`src/rtl/dct_mac_unit.sv`:
```
// Three-stage multiply-accumulate for the 8x8 forward DCT: level shift, two cosine
// products, and a 64-term accumulator that emits one rounded, saturated F(u,v).
module dct_mac_unit (
   input  logic               clk,
   input  logic               rst_in,
   input  logic               rst_acc,
   input  logic               act_mac,
   input  logic [2:0]         u,
   input  logic [2:0]         v,
   input  logic [2:0]         x,
   input  logic [2:0]         y,
   input  logic [7:0]         pixel_in,
   output logic signed [11:0] coef_out,
   output logic [5:0]         coef_addr,
   output logic               coef_valid,
   output logic               sat_flag,
   output logic               busy
);

   // T[k][n] = round(2048*a(k)*cos((2n+1)k*pi/16)), folded onto one quarter-wave table
   function automatic logic signed [11:0] cos_rom(input logic [2:0] k, input logic [2:0] n);
      logic [4:0]         m;
      logic [3:0]         f;
      logic               neg;
      logic signed [11:0] mag;
      m   = 5'({n, 1'b1}) * 5'(k);
      f   = 4'd0;
      neg = 1'b0;
      if (m <= 5'd8) begin
         f = 4'(m);
      end else if (m <= 5'd16) begin
         f   = 4'(5'd16 - m);
         neg = 1'b1;
      end else if (m <= 5'd24) begin
         f   = 4'(m - 5'd16);
         neg = 1'b1;
      end else begin
         f = 4'(6'd32 - {1'b0, m});
      end
      case (f)
         4'd0:    mag = 12'sd1024;
         4'd1:    mag = 12'sd1004;
         4'd2:    mag = 12'sd946;
         4'd3:    mag = 12'sd851;
         4'd4:    mag = 12'sd724;
         4'd5:    mag = 12'sd569;
         4'd6:    mag = 12'sd392;
         4'd7:    mag = 12'sd200;
         default: mag = 12'sd0;
      endcase
      if (k == 3'd0) return 12'sd724;
      return neg ? -mag : mag;
   endfunction

   logic               s1_vld_q, s1_vld_d;
   logic signed [8:0]  d_s1_q, d_s1_d;
   logic [2:0]         u_s1_q, u_s1_d, v_s1_q, v_s1_d, x_s1_q, x_s1_d, y_s1_q, y_s1_d;
   logic               s2_vld_q, s2_vld_d;
   logic signed [20:0] p_s2_q, p_s2_d;
   logic signed [11:0] tv_s2_q, tv_s2_d;
   logic [2:0]         u_s2_q, u_s2_d, v_s2_q, v_s2_d;
   logic signed [39:0] acc_q, acc_d;
   logic [5:0]         cnt_q, cnt_d;
   logic signed [11:0] coef_q, coef_d;
   logic [5:0]         addr_q, addr_d;
   logic               valid_q, valid_d;
   logic               sat_q, sat_d;

   logic signed [11:0] tu;
   logic signed [11:0] tv;
   logic signed [20:0] p1;
   logic signed [32:0] term;
   logic signed [39:0] sum;
   logic signed [39:0] rnd;

   always_comb begin
      tu   = cos_rom(u_s1_q, x_s1_q);
      tv   = cos_rom(v_s1_q, y_s1_q);
      p1   = 21'(d_s1_q) * 21'(tu);
      term = 33'(p_s2_q) * 33'(tv_s2_q);
      sum  = acc_q + 40'(term);
      rnd  = (sum + 40'sd2097152) >>> 22;

      s1_vld_d = s1_vld_q;
      d_s1_d   = d_s1_q;
      u_s1_d   = u_s1_q;
      v_s1_d   = v_s1_q;
      x_s1_d   = x_s1_q;
      y_s1_d   = y_s1_q;
      s2_vld_d = s2_vld_q;
      p_s2_d   = p_s2_q;
      tv_s2_d  = tv_s2_q;
      u_s2_d   = u_s2_q;
      v_s2_d   = v_s2_q;
      acc_d    = acc_q;
      cnt_d    = cnt_q;
      coef_d   = coef_q;
      addr_d   = addr_q;
      valid_d  = 1'b0;
      sat_d    = sat_q;

      if (rst_acc) begin
         // flushes in-flight terms; result registers and sticky flag are kept
         s1_vld_d = 1'b0;
         s2_vld_d = 1'b0;
         acc_d    = '0;
         cnt_d    = '0;
      end else begin
         s1_vld_d = act_mac;
         if (act_mac) begin
            d_s1_d = $signed({1'b0, pixel_in}) - 9'sd128;
            u_s1_d = u;
            v_s1_d = v;
            x_s1_d = x;
            y_s1_d = y;
         end
         s2_vld_d = s1_vld_q;
         if (s1_vld_q) begin
            p_s2_d  = p1;
            tv_s2_d = tv;
            u_s2_d  = u_s1_q;
            v_s2_d  = v_s1_q;
         end
         if (s2_vld_q) begin
            if (cnt_q == 6'd63) begin
               valid_d = 1'b1;
               addr_d  = {v_s2_q, u_s2_q};
               acc_d   = '0;
               cnt_d   = '0;
               if (rnd > 40'sd2047) begin
                  coef_d = 12'sd2047;
                  sat_d  = 1'b1;
               end else if (rnd < -40'sd2048) begin
                  coef_d = -12'sd2048;
                  sat_d  = 1'b1;
               end else begin
                  coef_d = rnd[11:0];
               end
            end else begin
               acc_d = sum;
               cnt_d = cnt_q + 6'd1;
            end
         end
      end
   end

   always_ff @(posedge clk or posedge rst_in) begin
      if (rst_in) begin
         s1_vld_q <= 1'b0;
         d_s1_q   <= '0;
         u_s1_q   <= '0;
         v_s1_q   <= '0;
         x_s1_q   <= '0;
         y_s1_q   <= '0;
         s2_vld_q <= 1'b0;
         p_s2_q   <= '0;
         tv_s2_q  <= '0;
         u_s2_q   <= '0;
         v_s2_q   <= '0;
         acc_q    <= '0;
         cnt_q    <= '0;
         coef_q   <= '0;
         addr_q   <= '0;
         valid_q  <= 1'b0;
         sat_q    <= 1'b0;
      end else begin
         s1_vld_q <= s1_vld_d;
         d_s1_q   <= d_s1_d;
         u_s1_q   <= u_s1_d;
         v_s1_q   <= v_s1_d;
         x_s1_q   <= x_s1_d;
         y_s1_q   <= y_s1_d;
         s2_vld_q <= s2_vld_d;
         p_s2_q   <= p_s2_d;
         tv_s2_q  <= tv_s2_d;
         u_s2_q   <= u_s2_d;
         v_s2_q   <= v_s2_d;
         acc_q    <= acc_d;
         cnt_q    <= cnt_d;
         coef_q   <= coef_d;
         addr_q   <= addr_d;
         valid_q  <= valid_d;
         sat_q    <= sat_d;
      end
   end

   assign coef_out   = coef_q;
   assign coef_addr  = addr_q;
   assign coef_valid = valid_q;
   assign sat_flag   = sat_q;
   assign busy       = s1_vld_q | s2_vld_q | (cnt_q != 6'd0);

endmodule

```
`config.mk`:
```
export PLATFORM = sky130hd
export DESIGN_NAME = dct_mac_unit
export DESIGN_NICKNAME = d
export VERILOG_FILES = /design/src/rtl/dct_mac_unit.sv
export SDC_FILE = /design/constraint.sdc
export NUM_CORES = 1
export LEC_CHECK = 0
export CORE_UTILIZATION = 55
export DETAILED_ROUTE_END_ITERATION = 10
export GPL_ROUTABILITY_DRIVEN = 0
export GPL_TIMING_DRIVEN = 0
export PLACE_DENSITY = 0.72
export SKIP_LAST_GASP = 1
export SLEW_MARGIN = 20
export SYNTH_ARGS = -nofsm -noshare
export SYNTH_HDL_FRONTEND = slang
export SYNTH_SLANG_ARGS = --single-unit
```
`constraint.sdc`:
```
create_clock -name clk -period 22.2 [get_ports clk]
set_clock_uncertainty 0.15 [all_clocks]
set_input_delay 5.55 -clock clk [delete_from_list [all_inputs] [get_ports clk]]
set_output_delay 5.55 -clock clk [all_outputs]
set_load 0.03 [all_outputs]
```
Yosys cells after proc, flatten, opt, wreduce, memory -nomap -nowiden
Memory sizes are Yosys's and may differ from the RTL's. Index checks and enable logic that the tools add are counted.

Bits in read-only memories: 176. Output and inout bits: 21. Memories: 2. Bits in writable memories: 0. Bits of input ports: 24. Logic and storage cells: 93. Bits in latches: 0. Bits in registers: 128.

Add/sub/neg operators: 12. Multiplexer cells: 37. Equality and inequality tests: 1. Shift-type cells: 0. Bitwise operators: 3. $mul: 4. Reductions and logical operators: 9. Div/mod/pow operators: 0. Order comparisons: 8.

Memories: (no name shown) (depth 8, bits a word 11, rd ports 1, clocked after Yosys merged registers in 0, write ports 0, RTL line 40) `case (f)`; (no name shown) (depth 8, bits a word 11, rd ports 1, clocked after Yosys merged registers in 0, write ports 0, RTL line 40).

Operators by type and width (count): $mux 12 (10); $mux 40 (3); $add 40x23->40 const B (1); $add 40x33->40 (1); $mul 21x12->33 (1); $mux 4 (6); $neg 12->12 (2); $mul 9x12->21 (1); $le 5x5->1 const B (4); $gt 18x12->1 const B (1); $lt 18x12->1 const B (1); $mux 6 (3); $sub 1x4->4 const A (4); $mux 1 (15); $le 5x4->1 const B (2); $mul 4x3->5 (2); $sub 8x8->9 const B (1); $sub 4x1->4 const B (2); $add 6x1->6 const B (1); $eq 6x6->1 const B (1); $logic_not 3->1 (2); $reduce_bool 6->1 (1); $reduce_and 2->1 (2); $reduce_and 4->1 (1); other kinds (4) (6).

Depth between registers and ports, before layout
Gate-level depths: netlist (run 1). An unclocked memory read counts as a cell.

Word-level depth: 11. Depth in mapped cells: 44.

Worst setup path after synthesis (run 1)
Ideal clock, no wire load.

Kind: reg2reg. From: register u_s1_q[0]. To: register p_s2_q[20]. Slack: 12.164 ns. Path buffers: 1. Period minus slack after synthesis: 10.036 ns. Data arrival time: 9.752 ns. Cell stages (with the launch flop): 40. Data required time: 21.916 ns. Setup time: 0.134 ns. Path through: dfrtp_1 -> clkbuf_1 -> nand2_1 -> fa_1 -> inv_1 -> ha_1 -> fa_1 -> xnor2_1 -> xnor2_1 -> xnor2_1 -> a21oi_1 -> mux2i_1 -> inv_1 -> ha_1 -> nand2_1 -> a21oi_1 -> inv_1 -> ha_1 -> [... 4 more ...] -> nand2_1 -> fa_1 -> inv_1 -> fa_1 -> fa_1 -> fa_1 -> fa_1 -> ha_1 -> a21o_1 -> a21oi_1 -> o21bai_1 -> a211o_1 -> a2111oi_0 -> nor3_1 -> a2111o_1 -> a21oi_1 -> xnor2_1 -> o21ai_0.

Longest elaborated chain between the ends: 11. Elaborated cells between the ends (all ways): 21. Classes of those cells: 4 x add/sub; 2 x mul; 3 x order compare; 10 x mux; 1 x reduce/logical; 1 x memory.

Ends and longest elaborated chain: start: declaration (RTL line 57) `logic [2:0] u_s1_q, u_s1_d, v_s1_q, v_s1_d, x_s1_q, x_s1_d, y_s1_q, y_s1_d;`; start signal: assignment (RTL line 169) `u_s1_q <= u_s1_d;`; $mul 4x3->5 (RTL line 26) `m = 5'({n, 1'b1}) * 5'(k);`; $sub 1x4->4, or another cell as far along (RTL line 32, 38); $mux 4 (RTL line 34) `end else if (m <= 5'd24) begin`; $mux 4 (RTL line 31) `end else if (m <= 5'd16) begin`; $mux 4 (RTL line 29) `if (m <= 5'd8) begin`; $mem_v2 8x11; $mux 12 (RTL line 40); $neg 12->12 (RTL line 52) `return neg ? -mag : mag;`; $mux 12 (RTL line 52); $mux 12 * (RTL line 52); $mul 9x12->21 * (RTL line 79) `p1 = 21'(d_s1_q) * 21'(tu);`; end signal: assignment (RTL line 174) `p_s2_q <= p_s2_d;`; end: declaration (RTL line 59) `logic signed [20:0] p_s2_q, p_s2_d;`.

Every way passes the cells marked *; elsewhere a longest branch is shown, timed or not. A chain may end at the register's enable or synchronous reset.

Worst setup path after layout (run 1)
Same ends and word-level chain as after synthesis.

==> results.json, run 1 <==
{
  "seq_area_frac_synth": 0.149,
  "worstMarginPinSlew_ns": 1.06,
  "port_buffers": 43,
  "period_share": 0.519,
  "ant_nets": 0,
  "hold_start": "v_s2_q[1]$_DFFE_PP0P_",
  "clock_path_buffers": 2,
  "synth_ff_type": "dfrtp_1",
  "root_buffer": "clkbuf_16",
  "grt_pass1_vias": 17000,
  "async_reset_ff_frac": 1.00,
  "drive_gt1_frac": 0.0294,
  "max-cap-violations": 0,
  "endpoint_kind": "flip-flop",
  "ioPinCount": 45,
  "slew_viol_final": 0,
  "synth_warnings": 0,
  "status": "finished, final reports clean",
  "cts_inserted_buffers": 17,
  "cts.repair.resized": 0,
  "hold_violations": 0,
  "dieArea_sq_mm": 0.0395,
  "drtPass1Iterations": 7,
  "r2r_cells": 39,
  "wl_per_cell_um": 17.8,
  "fp-row-count": 71,
  "ys_seq_elements": 127,
  "min_period_ns": 11.53,
  "post_cts.repair.setup_buffers": 0,
  "diodes": 0,
  "synth-compound-area-share": 0.0910,
  "antenna_found_initial": 0,
  "hp-class": "reg2reg",
  "cts_sinks": 127,
  "area_growth_pct": 7.87,
  "synth_cell_types": 72,
  "clock.fmax_mhz": 86.8,
  "grt_max_degree": 73,
  "holdPathEnd": "coef_addr[4]$_DFFE_PP0P_",
  "critPathLaunch": "u_s1_q[0]$_DFFE_PP0P_",
  "die_y_um": 199,
  "die_x_um": 199,
  "slew_headroom": 0.285,
  "grt_use_total": 0.279,
  "slowest_delay_ns": 0.77,
  "holdPathStages": 2,
  "avgSynthCellArea_sq_um": 9.23,
  "cp-start-kind": "flip-flop",
  "grt_pass1_wl_um": 85400,
  "wl_um": 51400,
  "synth_top_family_by_area": "adder cells",
  "synth-xor-area-share": 0.0395,
  "coreArea_sq_mm": 0.0379,
  "regArea_sq_mm": 0.00318,
  "syn_area_sq_mm": 0.0213,
  "required_ns": 22.37,
  "yosys.area_share.simple": 0.164,
  "nNetsFinal": 2942,
  "synthMuxAreaShare": 0.0147,
  "synth.net_count": 2879,
  "rsz0062_at_grt": "no",
  "cp_common_cell": "fa_1",
  "multi_input_area_sq_mm": 0.0164,
  "reg2reg_from": "u_s1_q[0]$_DFFE_PP0P_",
  "worstPathMaxFanout": 10,
  "initial_core_util": 0.562,
  "fill_cells": 3244,
  "synth_edf_count": 0,
  "criticalPathCategory": "reg2reg",
  "r2r-end": "p_s2_q[20]$_DFFE_PP0P_",
  "hpwl_um": 42700,
  "clkTransAtPathRegs_ns": 0.07,
  "finalSetupViolCount": 0,
  "overflow": 0,
  "critPathArrivalTime_ns": 11.70,
  "htree_levels": 4,
  "r2r_setup_slack_ns": 10.67,
  "crit_slowest_cell": "a2111oi_0",
  "vias": 16400,
  "synth_cells": 2307,
  "routed_via_density": 5.65,
  "drt-initial-drc-count": 1231,
  "tritoncts": "yes",
  "fin_setup_tns_ns": 0,
  "holdBufCountCts": 0,
  "drc": 0,
  "synth_fa_ha_area_frac": 0.459,
  "clk_latency_ns": 0.45
}
[logic make-up (layout without fill, tap and decap cells)]
family | Yosys count | after routing
compound gates | 303 | 303
mux | 29 | 29
fa+ha+maj | 548 | 548
buf+inv | 470 | 544
flops | 127 | 127
simple gates | 734 | 734
xor+xnor | 96 | 96
[synth_stat cells (all sizes together) (7+ instances only)]
cell type	count	area (sq um)
a211oi	7	52.6
a21o	15	113
a21oi	81	405
a22o	18	158
and2	146	913
and3	20	125
clkbuf	96	360
dfrtp	127	3180
fa	388	7770
ha	160	2000
inv	366	1370
mux2	19	214
mux2i	10	100
nand2	341	1280
nand2b	14	87.6
nand3	22	110
nand4	15	93.8
nor2	98	368
nor2b	14	87.6
nor3	30	150
nor4	10	77.6
o211ai	10	80.1
o21ai	104	521
o21bai	7	52.6
or3	7	43.8
xnor2	60	526
xor2	36	315
[cells in the final DEF (no fill, tap or decap), types with 7 or more instances in the layout]
master / count
nand2b_1: 14
nand2_1: 341
ha_1: 160
nor2_1: 98
clkdlybuf4s50_1: 43
mux2_2: 19
nand3_1: 22
nor3_1: 30
fa_1: 387
inv_1: 364
nor4_1: 9
a211oi_1: 7
a21o_1: 15
a21oi_1: 81
o21ai_0: 92
dfrtp_1: 127
clkbuf_16: 17
xnor2_1: 60
nor2b_1: 14
and2_1: 146
a22o_1: 18
nand4_1: 15
xor2_1: 36
or3_1: 7
clkbuf_1: 97
o21bai_1: 7
o21ai_1: 12
o211ai_1: 9
and3_1: 20
mux2i_1: 10
[final cells by class]
| class | instances | area share |
|---|---|---|
| Clock inverter | 12 | 0.00610 |
| Timing Repair Buffer | 44 | 0.0199 |
| Multi-Input combinational cell | 1710 | 0.712 |
| Buffer | 102 | 0.0172 |
| Inverter | 368 | 0.0604 |
| Tap cell | 511 | 0.0278 |
| Clock buffer | 18 | 0.0187 |
| Sequential cell | 127 | 0.138 |
[worst max-delay path, delay by kind of cell, from the launching register on]
| family | cells | cell delay [ns] |
|---|---|---|
| XOR/XNOR | 5 | 0.98 |
| AO/OA/AOI/OAI | 11 | 3.09 |
| adder cells (fa/ha/maj) | 11 | 4.35 |
| multiplexers | 1 | 0.53 |
| buffers and inverters | 5 | 0.74 |
| AND/OR/NAND/NOR | 6 | 1.08 |
| flip-flops | 1 | 0.46 |
[registers in the layout, summed over array words and instances (netlist names)]
signal and cells:
v_s2_q 3, s2_vld_q 1, coef_addr 6, coef_valid 1, u_s2_q 3, d_s1_q 8
sat_flag 1, cnt_q 6, v_s1_q 3, y_s1_q 3, tv_s2_q 12, u_s1_q 3
p_s2_q 21, s1_vld_q 1, x_s1_q 3, coef_out 12, acc_q 40
[layer usage]
| metal | GRT usage | vias up | part of all wire |
|---|---|---|---|
| met5 | 0 | - | 0 |
| met4 | 0.0872 | 0 | 0.028 |
| met3 | 0.0582 | 94 | 0.076 |
| met2 | 0.449 | 562 | 0.48 |
| met1 | 0.379 | 8312 | 0.42 |
| li1 | - | 7382 | - |
[per-stage QoR]
stage / instance area, sq um / instances / utilization / setup WS, ns / hold WS (ns)
finish: 23000 / 2892 / 0.606 / 10.67 / 0.325
global route: 23000 / 2892 / 0.606 / 9.83 / 0.347
CTS: 23000 / 2892 / 0.606 / 10.77 / 0.329
detailed placement: 22400 / 2862 / 0.591 / 10.77 / 0.313
global placement: 22400 / 2861 / 0.590 / 11.03 / 0.309
floorplan: 21300 / 2307 / - / 12.16 / 0.289
[worst max path at each step]
| stage | end | cells after the start |
|---|---|---|
| 6_report | p_s2_q[20]$_DFFE_PP0P_ | 39 |
| 5_1_grt | p_s2_q[20]$_DFFE_PP0P_ | 39 |
| 4_1_cts | p_s2_q[20]$_DFFE_PP0P_ | 39 |
| 3_5_place_dp | p_s2_q[20]$_DFFE_PP0P_ | 39 |
| 3_3_place_gp | p_s2_q[20]$_DFFE_PP0P_ | 39 |
| 2_1_floorplan | p_s2_q[20]$_DFFE_PP0P_ | 39 |
Power of run 1 is left out: the tool's default activity adds up to more than one toggle a clock period on the data nets, which glitch-free logic cannot reach.
==> run 2: changes to the inputs <==
- clock period: 22.2 -> 11.8 ns (I/O delays scaled with it)
==> run 2 against run 1 <==
Worst hold slack hardly changed. Die area did not move. Final cell count unchanged. Routed wire length barely moved. First-iteration DRC count shrank 0.41%. Non-clock buffer count is the same. Critical path type unchanged. Critical endpoint unchanged.
==> results.json, run 2 (same netlist as run 1, synthesis figures left out) <==
{
  "status": "finished, final reports clean",
  "reg.largest.list": "acc_q: 40 flops, p_s2_q: 21 flops",
  "slew_headroom": 0.332,
  "clkTransAtPathRegs_ns": 0.07,
  "crit_family": "adder cells",
  "top_register": "acc_q",
  "worstMarginPinSlew_ns": 0.996,
  "cts_inserted_buffers": 17,
  "nNetsFinal": 2942,
  "ioPinCount": 45,
  "die_y_um": 199,
  "drt-initial-drc-count": 1226,
  "largest_reg_flops": 40,
  "fill_cells": 3241,
  "grt_max_degree": 73,
  "routed_via_density": 5.63,
  "regArea_sq_mm": 0.00318,
  "multi_input_area_sq_mm": 0.0164,
  "die_x_um": 199,
  "grt_use_total": 0.279,
  "fp-row-count": 71,
  "post_cts.repair.setup_buffers": 0,
  "coreArea_sq_mm": 0.0379,
  "root_buffer": "clkbuf_16",
  "area_growth_pct": 7.93,
  "clock_path_buffers": 2,
  "required_ns": 11.97,
  "dieArea_sq_mm": 0.0395,
  "finalSetupViolCount": 0,
  "crit_slowest_cell": "a21oi_1",
  "worst-path-buf-inv": 5,
  "critPathArrivalTime_ns": 11.18,
  "max-cap-violations": 0,
  "place_area_sq_mm": 0.0224,
  "holdBufCountCts": 0,
  "design_area_sq_mm": 0.0230,
  "final_cell_mix": "fa_1, inv_1, nand2_1",
  "hold_violations": 0,
  "vias": 16300,
  "min_period_ns": 11.01,
  "wl_um": 51400,
  "hp-class": "reg2reg",
  "grt_pass1_vias": 17000,
  "endpoint_kind": "flip-flop",
  "port_buffers": 43,
  "slew_viol_final": 0,
  "overflow": 0,
  "final_common_cell": "fa_1",
  "drive_gt1_frac": 0.0307,
  "initial_core_util": 0.562,
  "wl_per_cell_um": 17.8,
  "criticalPathCategory": "reg2reg",
  "fin_setup_tns_ns": 0,
  "diodes": 0,
  "clock.fmax_mhz": 90.8,
  "cp_common_cell": "fa_1",
  "period_share": 0.933,
  "tritoncts": "yes",
  "cp-start-kind": "flip-flop",
  "slowest_delay_ns": 0.54,
  "antenna_found_initial": 0,
  "grt_pass1_wl_um": 85400,
  "ant_nets": 0,
  "clk_latency_ns": 0.45,
  "hpwl_um": 42700,
  "worstPathMaxFanout": 10,
  "drc": 0,
  "htree_levels": 4,
  "cts.repair.resized": 0,
  "rsz0062_at_grt": "no",
  "drtPass1Iterations": 6,
  "cts_sinks": 127
}
## run 2: cell counts in the layout (fill, tap and decap cells not counted)
No cell type changed its count.
## run 2: path summary, 6_finish.rpt
check / cells past startpoint / endpoint / slack (ns) / start
worst min-delay path: 2 / coef_addr[4]$_DFFE_PP0P_ / 0.32 / v_s2_q[1]$_DFFE_PP0P_
worst min register to register: 2 / coef_addr[4]$_DFFE_PP0P_ / 0.32 / v_s2_q[1]$_DFFE_PP0P_
max in group asynchronous: 3 / acc_q[9]$_DFFE_PP0P_ / 7.97 / rst_in
worst max-delay path: 38 / p_s2_q[20]$_DFFE_PP0P_ / 0.79 / u_s1_q[0]$_DFFE_PP0P_
min in group asynchronous: 2 / x_s1_q[0]$_DFFE_PP0P_ / 2.75 / rst_in
worst max register to register: 38 / p_s2_q[20]$_DFFE_PP0P_ / 0.79 / u_s1_q[0]$_DFFE_PP0P_
## run 2: worst min-delay path: stages, from the launching register on
cell	delay (ns)
dfrtp_1	0.35
nand2_1	0.05
nand2_1	0.05
## run 2: through the flow
step / instances / utilization / hold slack (ns) / setup WS [ns]
6_report: 2892 / 0.606 / 0.325 / 0.787
5_1_grt: 2892 / 0.606 / 0.347 / 0.0621
4_1_cts: 2892 / 0.606 / 0.329 / 0.368
3_5_place_dp: 2862 / 0.591 / 0.313 / 0.368
3_3_place_gp: 2861 / 0.590 / 0.309 / 0.632
2_1_floorplan: 2307 / - / 0.289 / 1.76
## run 2: final cells by class
class	instances	share of cell area
flip-flops and latches	127	0.138
plain buffers	102	0.0172
repair buffers	44	0.0199
multi-input cells	1710	0.712
clock buffers	18	0.0187
well taps	511	0.0278
clock inverters	12	0.00609
inverters	368	0.0604
## run 2: metal layers
metal / part of all wire / GRT usage / vias to the layer above
met4: 0.027 / 0.0872 / 0
met5: 0 / 0 / -
met3: 0.072 / 0.0582 / 90
met1: 0.42 / 0.379 / 8290
met2: 0.48 / 0.449 / 536
li1: - / - / 7379
Power of run 2 is left out for the same reason.
